## src/rtl/lvdc_pkg.sv

```systemverilog
// Shared LVDC serial-interface types and helpers for the transmitter and the receiver model.
package lvdc_pkg;

    localparam int unsigned LVDC_WORD_W = 26;
    localparam int unsigned LVDC_PAR_W  = 64;

    typedef enum logic [1:0] {
        ST_IDLE,
        ST_SHIFT,
        ST_TERM,
        ST_GAP
    } lvdc_tx_state_t;

    // Odd-parity bit: makes the total count of ones (word + parity) odd.
    // Narrower words are zero-extended by the caller, which leaves the result unchanged.
    function automatic logic lvdc_odd_parity(input logic [LVDC_PAR_W-1:0] word);
        return ~^word;
    endfunction

endpackage

```

## src/rtl/lvdc_bit_timer.sv

```systemverilog
// Bit-slot divider: counts CLK cycles inside a slot while run is high, clears otherwise.
module lvdc_bit_timer #(
    parameter int unsigned BIT_DIV = 4
) (
    input  logic CLK,
    input  logic CSTN,
    input  logic run,
    output logic mid_c,
    output logic tick_c
);

    localparam int unsigned DIV_W = (BIT_DIV > 1) ? $clog2(BIT_DIV) : 1;

    logic [DIV_W-1:0] div;

    always_ff @(posedge CLK or negedge CSTN) begin
        if (!CSTN) begin
            div <= '0;
        end else if (!run || tick_c) begin
            div <= '0;
        end else begin
            div <= div + DIV_W'(1);
        end
    end

    // mid_c fires one cycle early so the registered strobe lands on divider == BIT_DIV/2.
    assign mid_c  = run && (div == DIV_W'(BIT_DIV / 2 - 1));
    assign tick_c = run && (div == DIV_W'(BIT_DIV - 1));

endmodule

```

## src/rtl/lvdc_serial_tx.sv

```systemverilog
// LVDC serial-input transmitter: shifts one word out MSB-first on DIN with DATAV/TER strobes.
// Define LVDC_TX_PARITY_EN to append an odd-parity slot after the LSB.
module lvdc_serial_tx
    import lvdc_pkg::*;
#(
    parameter int unsigned WORD_W  = LVDC_WORD_W,
    parameter int unsigned BIT_DIV = 4,
    parameter int unsigned GAP     = 2
) (
    input  logic              CLK,
    input  logic              CSTN,
    input  logic              LOAD,
    input  logic [WORD_W-1:0] WORD,
    output logic              READY,
    output logic              DIN,
    output logic              DATAV,
    output logic              TER
);

`ifdef LVDC_TX_PARITY_EN
    localparam int unsigned PAR_SLOTS = 1;
`else
    localparam int unsigned PAR_SLOTS = 0;
`endif
    localparam int unsigned NSLOT    = WORD_W + PAR_SLOTS;
    localparam int unsigned SLOT_CNT = (NSLOT > GAP) ? NSLOT : GAP;
    localparam int unsigned SLOT_W   = (SLOT_CNT > 1) ? $clog2(SLOT_CNT) : 1;

    lvdc_tx_state_t    state;
    lvdc_tx_state_t    state_nxt;
    logic [NSLOT-1:0]  sh;
    logic [NSLOT-1:0]  load_val;
    logic [SLOT_W-1:0] slot;
    logic              run;
    logic              mid_c;
    logic              tick_c;
    logic              load_c;
    logic              ter_nxt;

`ifdef LVDC_TX_PARITY_EN
    assign load_val = {WORD, lvdc_odd_parity(LVDC_PAR_W'(WORD))};
`else
    assign load_val = WORD;
`endif

    assign run = (state == ST_SHIFT) || (state == ST_GAP);

    lvdc_bit_timer #(
        .BIT_DIV(BIT_DIV)
    ) u_timer (
        .CLK   (CLK),
        .CSTN  (CSTN),
        .run   (run),
        .mid_c (mid_c),
        .tick_c(tick_c)
    );

    always_ff @(posedge CLK or negedge CSTN) begin
        if (!CSTN) begin
            state <= ST_IDLE;
        end else begin
            state <= state_nxt;
        end
    end

    // The edge that ends the gap is also the first ready edge, so a held LOAD loses no cycle.
    always_comb begin
        state_nxt = state;
        load_c    = 1'b0;
        ter_nxt   = 1'b0;
        case (state)
            ST_IDLE: begin
                if (LOAD && READY) begin
                    state_nxt = ST_SHIFT;
                    load_c    = 1'b1;
                end
            end
            ST_SHIFT: begin
                if (tick_c && (slot == SLOT_W'(NSLOT - 1))) begin
                    state_nxt = ST_TERM;
                    ter_nxt   = 1'b1;
                end
            end
            ST_TERM: begin
                if (GAP != 0) begin
                    state_nxt = ST_GAP;
                end else if (LOAD) begin
                    state_nxt = ST_SHIFT;
                    load_c    = 1'b1;
                end else begin
                    state_nxt = ST_IDLE;
                end
            end
            ST_GAP: begin
                if (tick_c && (slot == SLOT_W'(GAP - 1))) begin
                    if (LOAD) begin
                        state_nxt = ST_SHIFT;
                        load_c    = 1'b1;
                    end else begin
                        state_nxt = ST_IDLE;
                    end
                end
            end
            default: state_nxt = ST_IDLE;
        endcase
    end

    // Shift register drains to zero, so its MSB is DIN directly and is low outside data slots.
    always_ff @(posedge CLK or negedge CSTN) begin
        if (!CSTN) begin
            sh    <= '0;
            slot  <= '0;
            READY <= 1'b1;
            DATAV <= 1'b0;
            TER   <= 1'b0;
        end else begin
            READY <= (state_nxt == ST_IDLE);
            DATAV <= (state == ST_SHIFT) && mid_c;
            TER   <= ter_nxt;
            if (load_c) begin
                sh <= load_val;
            end else if ((state == ST_SHIFT) && tick_c) begin
                sh <= {sh[NSLOT-2:0], 1'b0};
            end
            if (state_nxt != state) begin
                slot <= '0;
            end else if (tick_c) begin
                slot <= slot + SLOT_W'(1);
            end
        end
    end

    assign DIN = sh[NSLOT-1];

endmodule
```

## config.mk

```make
export PLATFORM = sky130hd
export DESIGN_NAME = lvdc_serial_tx
export DESIGN_NICKNAME = d
export VERILOG_FILES = /design/src/rtl/lvdc_pkg.sv /design/src/rtl/lvdc_bit_timer.sv /design/src/rtl/lvdc_serial_tx.sv
export SDC_FILE = /design/constraint.sdc
export NUM_CORES = 1
export LEC_CHECK = 0
export ABC_AREA = 1
export BUFFER_PORTS_ARGS = -buffer_cell sky130_fd_sc_hd__buf_2
export CAP_MARGIN = 10
export CORE_MARGIN = 2
export CORE_UTILIZATION = 50
export CTS_BUF_LIST = sky130_fd_sc_hd__clkbuf_2
export DETAILED_ROUTE_END_ITERATION = 10
export PLACE_DENSITY = 0.69
export REMOVE_ABC_BUFFERS = 1
export SLEW_MARGIN = 20
export SYNTH_ARGS = -nofsm -noshare
export SYNTH_HDL_FRONTEND = slang
export SYNTH_SLANG_ARGS = --single-unit
```

## constraint.sdc

```tcl
create_clock -name CLK -period 2.8 [get_ports CLK]
set_input_delay 0.56 -clock CLK [delete_from_list [all_inputs] [get_ports CLK]]
set_output_delay 0.56 -clock CLK [all_outputs]
set_load 0.005 [all_outputs]
```

Yosys cells after proc, flatten, opt, wreduce, memory -nomap -nowiden
Cells that the tools add are included.

Bits of input ports: 29. Register bits: 38. Word-level logic and storage cells: 47. Output and inout bits: 4.

Equality and inequality tests: 8. Muxes and demuxes: 16. Add/sub/neg operators: 2. Reduce and logical (&&, ||, !) cells: 14.

Operator list (number): 26-bit two-way mux (2); 5-bit two-way mux (2); 2-bit two-way mux (4); 2-bit one-hot mux with 4 select lines (1); 1-bit logical AND (7); 2-bit == test, second input constant (3); 1-bit two-way mux (6); 5-bit by 1-bit adder with 5-bit output, second input constant (1); 5-bit by 1-bit == test with 1-bit output, second input constant (1); 5-bit == test, second input constant (1); 2-bit by 1-bit == test with 1-bit output, second input constant (2); 2-bit logical NOT (2); 2-bit nonzero test (2); 2-bit by 1-bit adder with 2-bit output, second input constant (1); 1-bit logical OR (2); 2-bit != test (1); 1-bit one-hot mux with 2 select lines (1); 1-bit logical NOT (1).

Depth between registers and ports, before layout
Gate-level depths: netlist of the first run.

Depth in word-level cells: 8. Gate-level depth with buffers: 13. Gate-level depth less buffers: 13.

Hierarchy
From an unflattened synthesis of the first run, not the netlist that was laid out.

Cells, all modules: 242. Area, all modules: 1999.4 µm².

By module, submodules not included: lvdc_serial_tx (area an instance 1890.6 µm², cells an instance 229, times used 1, sequential area each 902.1 µm²); lvdc_bit_timer (area an instance 108.9 µm², cells an instance 13, times used 1, sequential area each 50.0 µm²).

Worst setup path after synthesis of the first run
OpenSTA, ideal clock, no wires.

Kind: register to register. Start point: reg state[1]. End point: reg sh[15]. Cell stages (with the launch flop): 12. Setup time: 0.124 ns. Data required time: 2.676 ns. Slack: 1.071 ns. Arrival time: 1.605 ns. Buffers on the path: 2. Clock period less this slack: 1.729 ns. Path through: dfrtp_1 > inv_1 > ha_1 > nor2_2 > nor2_4 > nand3_2 > o21ai_2 > nand2_2 > buf_4 > buf_6 > nand3_1 > nand3_1.

Word-level cells in the longest chain between the ends: 7. Elaborated cells between the ends (all ways): 11. Classes of those cells: eq/ne: 2; mux: 3; reduce/logical: 6.

Ends and longest elaborated chain: start: declaration (RTL line lvdc_serial_tx.sv:29) `lvdc_tx_state_t state;`; start signal: assignment (RTL line lvdc_serial_tx.sv:62) `state <= state_nxt;`; 2-bit by 1-bit == test with 1-bit output or 2-bit == test (tied branches) (RTL line lvdc_serial_tx.sv:46, lvdc_serial_tx.sv:122, lvdc_serial_tx.sv:71); 1-bit logical OR (RTL line lvdc_serial_tx.sv:46) `assign run = (state == ST_SHIFT) || (state == ST_GAP);`; 1-bit logical AND (RTL line lvdc_bit_timer.sv:28) `assign tick_c = run && (div == DIV_W'(BIT_DIV - 1));`; 1-bit logical AND (RTL line lvdc_serial_tx.sv:95) `if (tick_c && (slot == SLOT_W'(GAP - 1))) begin`; 1-bit two-way mux (RTL line lvdc_serial_tx.sv:95); 1-bit one-hot mux with 2 select lines (RTL line lvdc_serial_tx.sv:71) `case (state)`; 26-bit two-way mux or 2-bit nonzero test (tied branches); end signal: assignment (RTL line lvdc_serial_tx.sv:121) `sh <= load_val;`; end signal: assignment (RTL line lvdc_serial_tx.sv:123) `sh <= {sh[NSLOT-2:0], 1'b0};`; end: declaration (RTL line lvdc_serial_tx.sv:31) `logic [NSLOT-1:0] sh;`.

Parallel ways exist; a longest one is shown, timed or not. A chain may end at the register's enable or synchronous reset.

Final worst setup path of the first run
Start point: reg state[1]. End point: reg sh[7].

Same word-level chain as after synthesis.

==> results by group, run 1 <==
GRT
  – Overflow after GRT: 0
  – First-pass GRT wire length: 6130 um
  – Number of global-route vias before repair: 1376
  – Largest net degree at the start of global routing: 43
  – Initial antenna violation count: 0
  – GRT Overall Usage: 18.1%

Drt
  – Initial drt markers: 100
  – 1st-pass router iterations: 4
  – ANT nets after route: 0
  – Drt total wl: 3650 um
  – Vias/cell: 5.02
  – Vias: 1587
  – DRC viols: 0
  – Met3 Wirelength: 173 um
  – Top sig layer: met4
  – Wire length on met2: 1570 um
  – WL met1: 1850 um
  – Routed WL per cell: 11.5 um

Placement
  – GP Congestion: 0.780
  – HPWL after DPL: 2510 um
  – I/O Buffers: 32
  – Placed cells: 310

Logic synthesis
  – Mapped Avg Cell Area: 8.29 um^2
  – Post-synthesis sequential area ratio: 47.8%
  – Compound-cell area share of the yosys netlist: 3.08%
  – Synth warnings: 0
  – Most common cell in the netlist: nand3_1
  – Largest family of logic cells by synthesized area: simple AND/OR/NAND/NOR gates
  – Simple-gate share of the synthesized area: 32.5%
  – Area leader, netlist: dfrtp_1
  – Async S/R FF share, synth: 100%
  – EDFF count, synth: 0
  – Synth cell count leaders: 70 x nand3_1, 51 x nand2_1, 37 x dfrtp_1, 25 x inv_1
  – Mux contribution to synthesized area: 1.01%
  – Adder-Cell Fraction of Synth Area: 5.66%
  – Seq cells post-synth: 38
  – Yosys cell types: 26
  – Top cell type's share of synthesized area: 46.5%
  – Cells after Synth: 240
  – Synth Area in XOR/XNOR: 1.32%
  – Synthesized area: 0.00199 mm^2
  – Largest cells by area after synthesis: dfrtp_1 47%, nand3_1 18%, nand2_1 9.6%
  – Commonest register cell after synthesis: dfrtp_1

Pwr
  – Logic pwr share: 3.6%
  – Total internal power: 612 uW
  – Clk pwr share: 26.9%
  – Sw Pwr: 179 uW
  – Sequential Power Share: 69.4%
  – Switching share of power: 22.6%
  – Lkg Pwr: 1.17 nW
  – Peak supply drop: 0.000222 V
  – Power Dens Cells: 363 mW/mm^2

Cells and area
  – Non-filler cells, final: 316
  – # nets final: 307
  – Multi-input gate area: 867 um^2
  – Ant diodes: 0
  – FF/Latch Area: 952 um^2
  – Share of cells above drive strength 1: 17.5%
  – Area Overhead vs Synth: 9.55%
  – Final core occ: 58.3%
  – Fill count: 382

STA
  – Final TNS setup: 0 ns
  – Slew margin rel.: 45.5%
  – Period utilization: 82.4%
  – Max Freq: 433 MHz
  – Endpoints failing hold: 0
  – Setup Viol. Count Final: 0
  – Worst-Margin Slew: 0.818 ns
  – Worst clock skew: 0.0290 ns
  – RSZ-0062 raised after global routing: no
  – Worst hold slack: 0.236 ns
  – Slew Viols, Final: 0
  – Final min period: 2.31 ns

Clock network
  – Later-pin clock latency in the skew report: 0.38 ns
  – H-tree levels: 2
  – CTS tree: done
  – CTS sink cnt: 38
  – Post-CTS setup buffers: 0
  – Clock buffer depth: 2
  – CTS resizes: 0
  – Cts bufs inserted: 5
  – CTS Hold Buffers Added: 0
  – Clock root cell: clkbuf_2
  – Reg clk slew, reported paths: 0.19 ns

Outcome
  – Status: completed

Worst setup path
  – Crit start category: flip-flop
  – CP most frequent cell: inv_1
  – Critical path class: flip-flop to flip-flop
  – Crit path max fanout: 23
  – Worst Setup End Kind: flip-flop
  – Delay-heaviest family, CP: buffers and inverters
  – Buf/Inv on CP: 2
  – Critical path's slowest cell: inv_1
  – Critical Path RT: 3.09 ns
  – CP max stage delay: 0.59 ns
  – Ordered cell list for the critical path: inv_1 -> ha_1 -> nor2_2 -> nor2_4 -> nand2_1 -> inv_1 -> nand3_1 -> o211ai_1
  – Worst EP arrival: 2.59 ns

Die
  – I/O pin total: 33
  – Row count: 22
  – Total core area: 0.00374 mm^2
  – Initial Utilization: 53.2%
  – Die width: 67.1 um
  – Die area: 0.00450 mm^2
  – Die height: 67.1 um

Flow run
  – Max Cap Viol: 0

Worst hold path
  – Hold Path Class: input port to async pin
## registers in the layout, summed over array words and instances (netlist names)
name / count
DATAV: 1
READY: 1
TER: 1
sh: 26
slot: 5
state: 2
u_timer.div: 2
## worst register-to-register path, cell delays in order, from the launching register on
cell	delay (ns)
dfrtp_1	0.45
inv_1	0.16
ha_1	0.28
nor2_2	0.08
nor2_4	0.16
nand2_1	0.24
inv_1	0.60
nand3_1	0.16
o211ai_1	0.11
## cell families (layout without fill, tap and decap cells)
logic type / Yosys count / count (layout)
buffers and inverters: 38 / 66
AOI/OAI and AO/OA: 10 / 10
xor gates and xnor gates: 3 / 3
adders and majority gates: 9 / 9
DFF: 38 / 38
and+or+nand+nor: 140 / 140
muxes: 2 / 2
## final cells by class
class                           count  share of cell area, %
Inverter                           26                   4.48
Tap cell                           48                   2.75
Sequential cell                    38                   43.7
Clock buffer                        5                   1.15
Multi-Input combinational cell    164                   39.8
Clock inverter                      1                  0.172
Timing Repair Buffer               34                   8.03
## cells in the final DEF (no fill, tap or decap), types with 2 or more instances in the layout
cell type,synthesis,routed
nand3_1,70,70
nand2_1,51,51
dfrtp_1,37,37
buf_2,8,32
inv_1,25,25
nor2_1,9,9
ha_1,9,9
o21ai_0,5,5
clkbuf_2,0,5
nor3_1,3,3
nand4_1,2,2
nand3_2,2,2
mux2i_1,2,2
o211ai_1,2,2
xor2_1,2,2
buf_4,1,2
## routing by layer
layer | vias to the layer above | global-route usage (%)
li1 | 837 | -
met1 | 708 | 26.3
met2 | 37 | 25.9
met3 | 5 | 4.05
met4 | 0 | 7.65
met5 | - | 0
## stage by stage
stage | instance area (um^2) | setup slack, ns | total power [mW]
after floorplan | 1920 | 0.565 | 0.559
after global placement | 2150 | 0.616 | 0.589
after detailed placement | 2150 | 0.543 | 0.589
after CTS | 2180 | 0.490 | 0.801
after global routing | 2180 | 0.248 | 0.829
final | 2180 | 0.492 | 0.791
## path summary, 6_finish.rpt
check	from	to	slack, ns	cells after the start
setup / recovery	state[1]	sh[7]	0.49	8
hold / removal	CSTN	u_timer.div[0]	0.24	1
setup reg to reg	state[1]	sh[7]	0.49	8
hold reg to reg	u_timer.div[0]	u_timer.div[0]	0.49	1
max in group asynchronous	CSTN	slot[0]	2.02	1
min in group CLK	WORD[11]	sh[11]	0.38	3
## power groups by stage
stage               registers [mW]  logic [mW]  clock network (mW)
detailed placement           0.559      0.0300                   0
global placement             0.559      0.0302                   0
CTS                          0.549      0.0300               0.222
floorplan                    0.559   0.0000964                   0
global route                 0.550      0.0328               0.246
finish                       0.549      0.0287               0.213
(Power assumes the default switching activity.)
==> run 2: changes to the inputs <==
--- a/config.mk
+++ b/config.mk
@@ -5,7 +5,7 @@
 export SDC_FILE = /design/constraint.sdc
 export NUM_CORES = 1
 export LEC_CHECK = 0
-export ABC_AREA = 1
+export ABC_AREA = 0
 export BUFFER_PORTS_ARGS = -buffer_cell sky130_fd_sc_hd__buf_2
 export CAP_MARGIN = 10
 export CORE_MARGIN = 2
==> constraint.sdc (replaced) <==
create_clock -name CLK -period 2.22 [get_ports CLK]
set_input_delay 0.444 -clock CLK [delete_from_list [all_inputs] [get_ports CLK]]
set_output_delay 0.444 -clock CLK [all_outputs]
set_load 0.005 [all_outputs]
==> results by group, run 2 <==
Drt
  – Initial drt markers: 91
  – ANT nets after route: 0
  – Drt total wl: 3780 um
  – Vias/cell: 5.34
  – DRC viols: 0
  – 1st-pass router iterations: 4
  – Routed WL per cell: 15.1 um
  – Vias: 1334

Logic synthesis
  – Yosys cell types: 30
  – Commonest register cell after synthesis: dfrtp_1
  – Async S/R FF share, synth: 100%
  – Top cell type's share of synthesized area: 44.9%
  – Cells after Synth: 159
  – Mapped Avg Cell Area: 13.0 um^2
  – Seq cells post-synth: 38
  – Most common cell in the netlist: dfrtp_1
  – Synth cell count leaders: 37 x dfrtp_1, 31 x mux2_2, 19 x mux2_4, 10 x nand2_1, 10 x nor2_1
  – Largest cells by area after synthesis: dfrtp_1 45%, mux2_2 17%, mux2_4 14%
  – EDFF count, synth: 0
  – Synthesized area: 0.00206 mm^2
  – Area leader, netlist: dfrtp_1
  – Post-synthesis sequential area ratio: 46.2%
  – Synth warnings: 0

Placement
  – Placed cells: 242
  – I/O Buffers: 32
  – GP Congestion: 0.819
  – HPWL after DPL: 2690 um
  – DP Area: 0.00230 mm^2

STA
  – Endpoints failing hold: 0
  – Setup Viol. Count Final: 0
  – Worst-Margin Slew: 0.823 ns
  – Max Freq: 470 MHz
  – Slew Viols, Final: 0
  – Worst clock skew: 0.0339 ns
  – Worst hold slack: 0.0879 ns
  – Period utilization: 95.8%
  – Slew margin rel.: 45.2%
  – Final min period: 2.13 ns
  – RSZ-0062 raised after global routing: no

Worst setup path
  – Crit path max fanout: 26
  – Worst EP arrival: 2.42 ns
  – Crit start category: flip-flop
  – Worst Setup End Kind: flip-flop
  – Ordered cell list for the critical path: inv_1 -> ha_1 -> nand3b_1 -> or4b_1 -> a211o_1 -> buf_12 -> mux2_4
  – Critical Path RT: 2.51 ns
  – Critical path class: flip-flop to flip-flop
  – CP max stage delay: 0.47 ns
  – Critical path's slowest cell: or4b_1

Clock network
  – Reg clk slew, reported paths: 0.22 ns
  – H-tree levels: 2
  – Clock root cell: clkbuf_2
  – CTS tree: done
  – Clock buffer depth: 2
  – Later-pin clock latency in the skew report: 0.41 ns
  – Cts bufs inserted: 5
  – CTS sink cnt: 38
  – Post-CTS setup buffers: 0

Die
  – Die area: 0.00465 mm^2
  – Die width: 68.2 um
  – I/O pin total: 33
  – Total core area: 0.00397 mm^2
  – Die height: 68.2 um
  – Initial Utilization: 51.9%
  – Row count: 23

GRT
  – GRT Overall Usage: 18.7%
  – Largest net degree at the start of global routing: 39
  – Overflow after GRT: 0
  – First-pass GRT wire length: 6330 um
  – Number of global-route vias before repair: 1417
  – Initial antenna violation count: 0

Cells and area
  – Most flops, register: sh
  – Share of cells above drive strength 1: 49.0%
  – Fill count: 324
  – # nets final: 237
  – Ant diodes: 0
  – FF/Latch Area: 953 um^2
  – Commonest non-fill, non-tap cell in the layout: dfrtp_1
  – Top flop regs: sh x26, slot x5
  – Most frequent cells in the layout: 36 x dfrtp_1, 32 x buf_2, 31 x mux2_2
  – Max reg flops: 26
  – Area Overhead vs Synth: 14.8%
  – Multi-input gate area: 0.00105 mm^2
  – Fin area: 0.00237 mm^2
  – Final core occ: 59.6%
  – Non-filler cells, final: 250

Pwr
  – Power Dens Cells: 509 mW/mm^2
  – Peak supply drop: 0.000321 V
  – Lkg Pwr: 1.21 nW

Flow run
  – Max Cap Viol: 0

Worst hold path
  – Hold Path Class: input port to async pin

Outcome
  – Status: completed
[run 2: cell count changes after synthesis, sizes merged, moves of 2 or more]
cell and delta:
mux2 +50, nand3 -70, o21ai -6, nand2 -42, buf -8, a21oi +2
a211oi +3, xor2 +2, and2 +2, inv -20, nand3b +2
[run 2: worst paths after layout]
check,start,to,slack [ns],cells after the start
hold / removal,CSTN,sh[3],0.09,1
hold reg to reg,u_timer.div[0],u_timer.div[0],0.49,1
setup / recovery,slot[1],sh[11],0.09,7
setup reg to reg,slot[1],sh[11],0.09,7
min in group CLK,WORD[0],sh[0],0.23,3
max in group asynchronous,CSTN,state[1],1.56,1
[run 2: final cells by class]
cell class / instances / area share, %
clock buffers: 5 / 1.06
clock inverters: 3 / 1.69
inverters: 6 / 0.951
multi-input cells: 110 / 44.2
flip-flops and latches: 38 / 40.3
well taps: 50 / 2.64
repair buffers: 38 / 9.20
[run 2: critical path, delay by kind of cell (launching register included)]
kind / cells / cell delay (ns)
DFF: 1 / 0.45
AOI/OAI and AO/OA: 1 / 0.30
buffers and inverters: 2 / 0.26
adders and majority gates: 1 / 0.13
and+or+nand+nor: 2 / 0.56
muxes: 1 / 0.31
[run 2: kinds of logic (layout without fill, tap and decap cells)]
logic type / Yosys count / in the layout / share of synthesized area, %
muxes: 51 / 51 / 31.2
DFF: 38 / 38 / 46.2
xor gates and xnor gates: 4 / 4 / 1.70
AOI/OAI and AO/OA: 13 / 13 / 4.67
and+or+nand+nor: 33 / 33 / 7.65
adders and majority gates: 9 / 9 / 5.46
buffers and inverters: 11 / 52 / 3.09
[run 2: per-stage QoR]
step           TNS (ns)  power, mW  setup slack [ns]
2_1_floorplan     -4.96      0.751            -0.201
3_3_place_gp          0      0.791             0.187
3_5_place_dp          0      0.796             0.139
4_1_cts               0       1.22            0.0828
5_1_grt               0       1.26            0.0111
6_report              0       1.21            0.0939
[run 2: power by group]
group	leakage, nW	internal [mW]	total [mW]	switching (mW)
clock network	0.0427	0.187	0.425	0.238
logic	0.681	0.0411	0.0688	0.0277
registers	0.489	0.706	0.712	0.00603
total	1.21	0.934	1.21	0.271
[run 2: per-layer routing]
metal  global-route usage, %  vias to the layer above  share of wire [%]
met5                       0                        -                  0
met3                    5.76                        8                5.0
met1                    22.8                      650                 42
met4                    6.25                        0                1.6
li1                        -                      647                  -
met2                    31.3                       29                 52
[run 2: repair_timing]
item,4_1_cts,5_1_grt
gates resized for setup,0,1
hold buffers,0,0
setup endpoints to repair,0,13
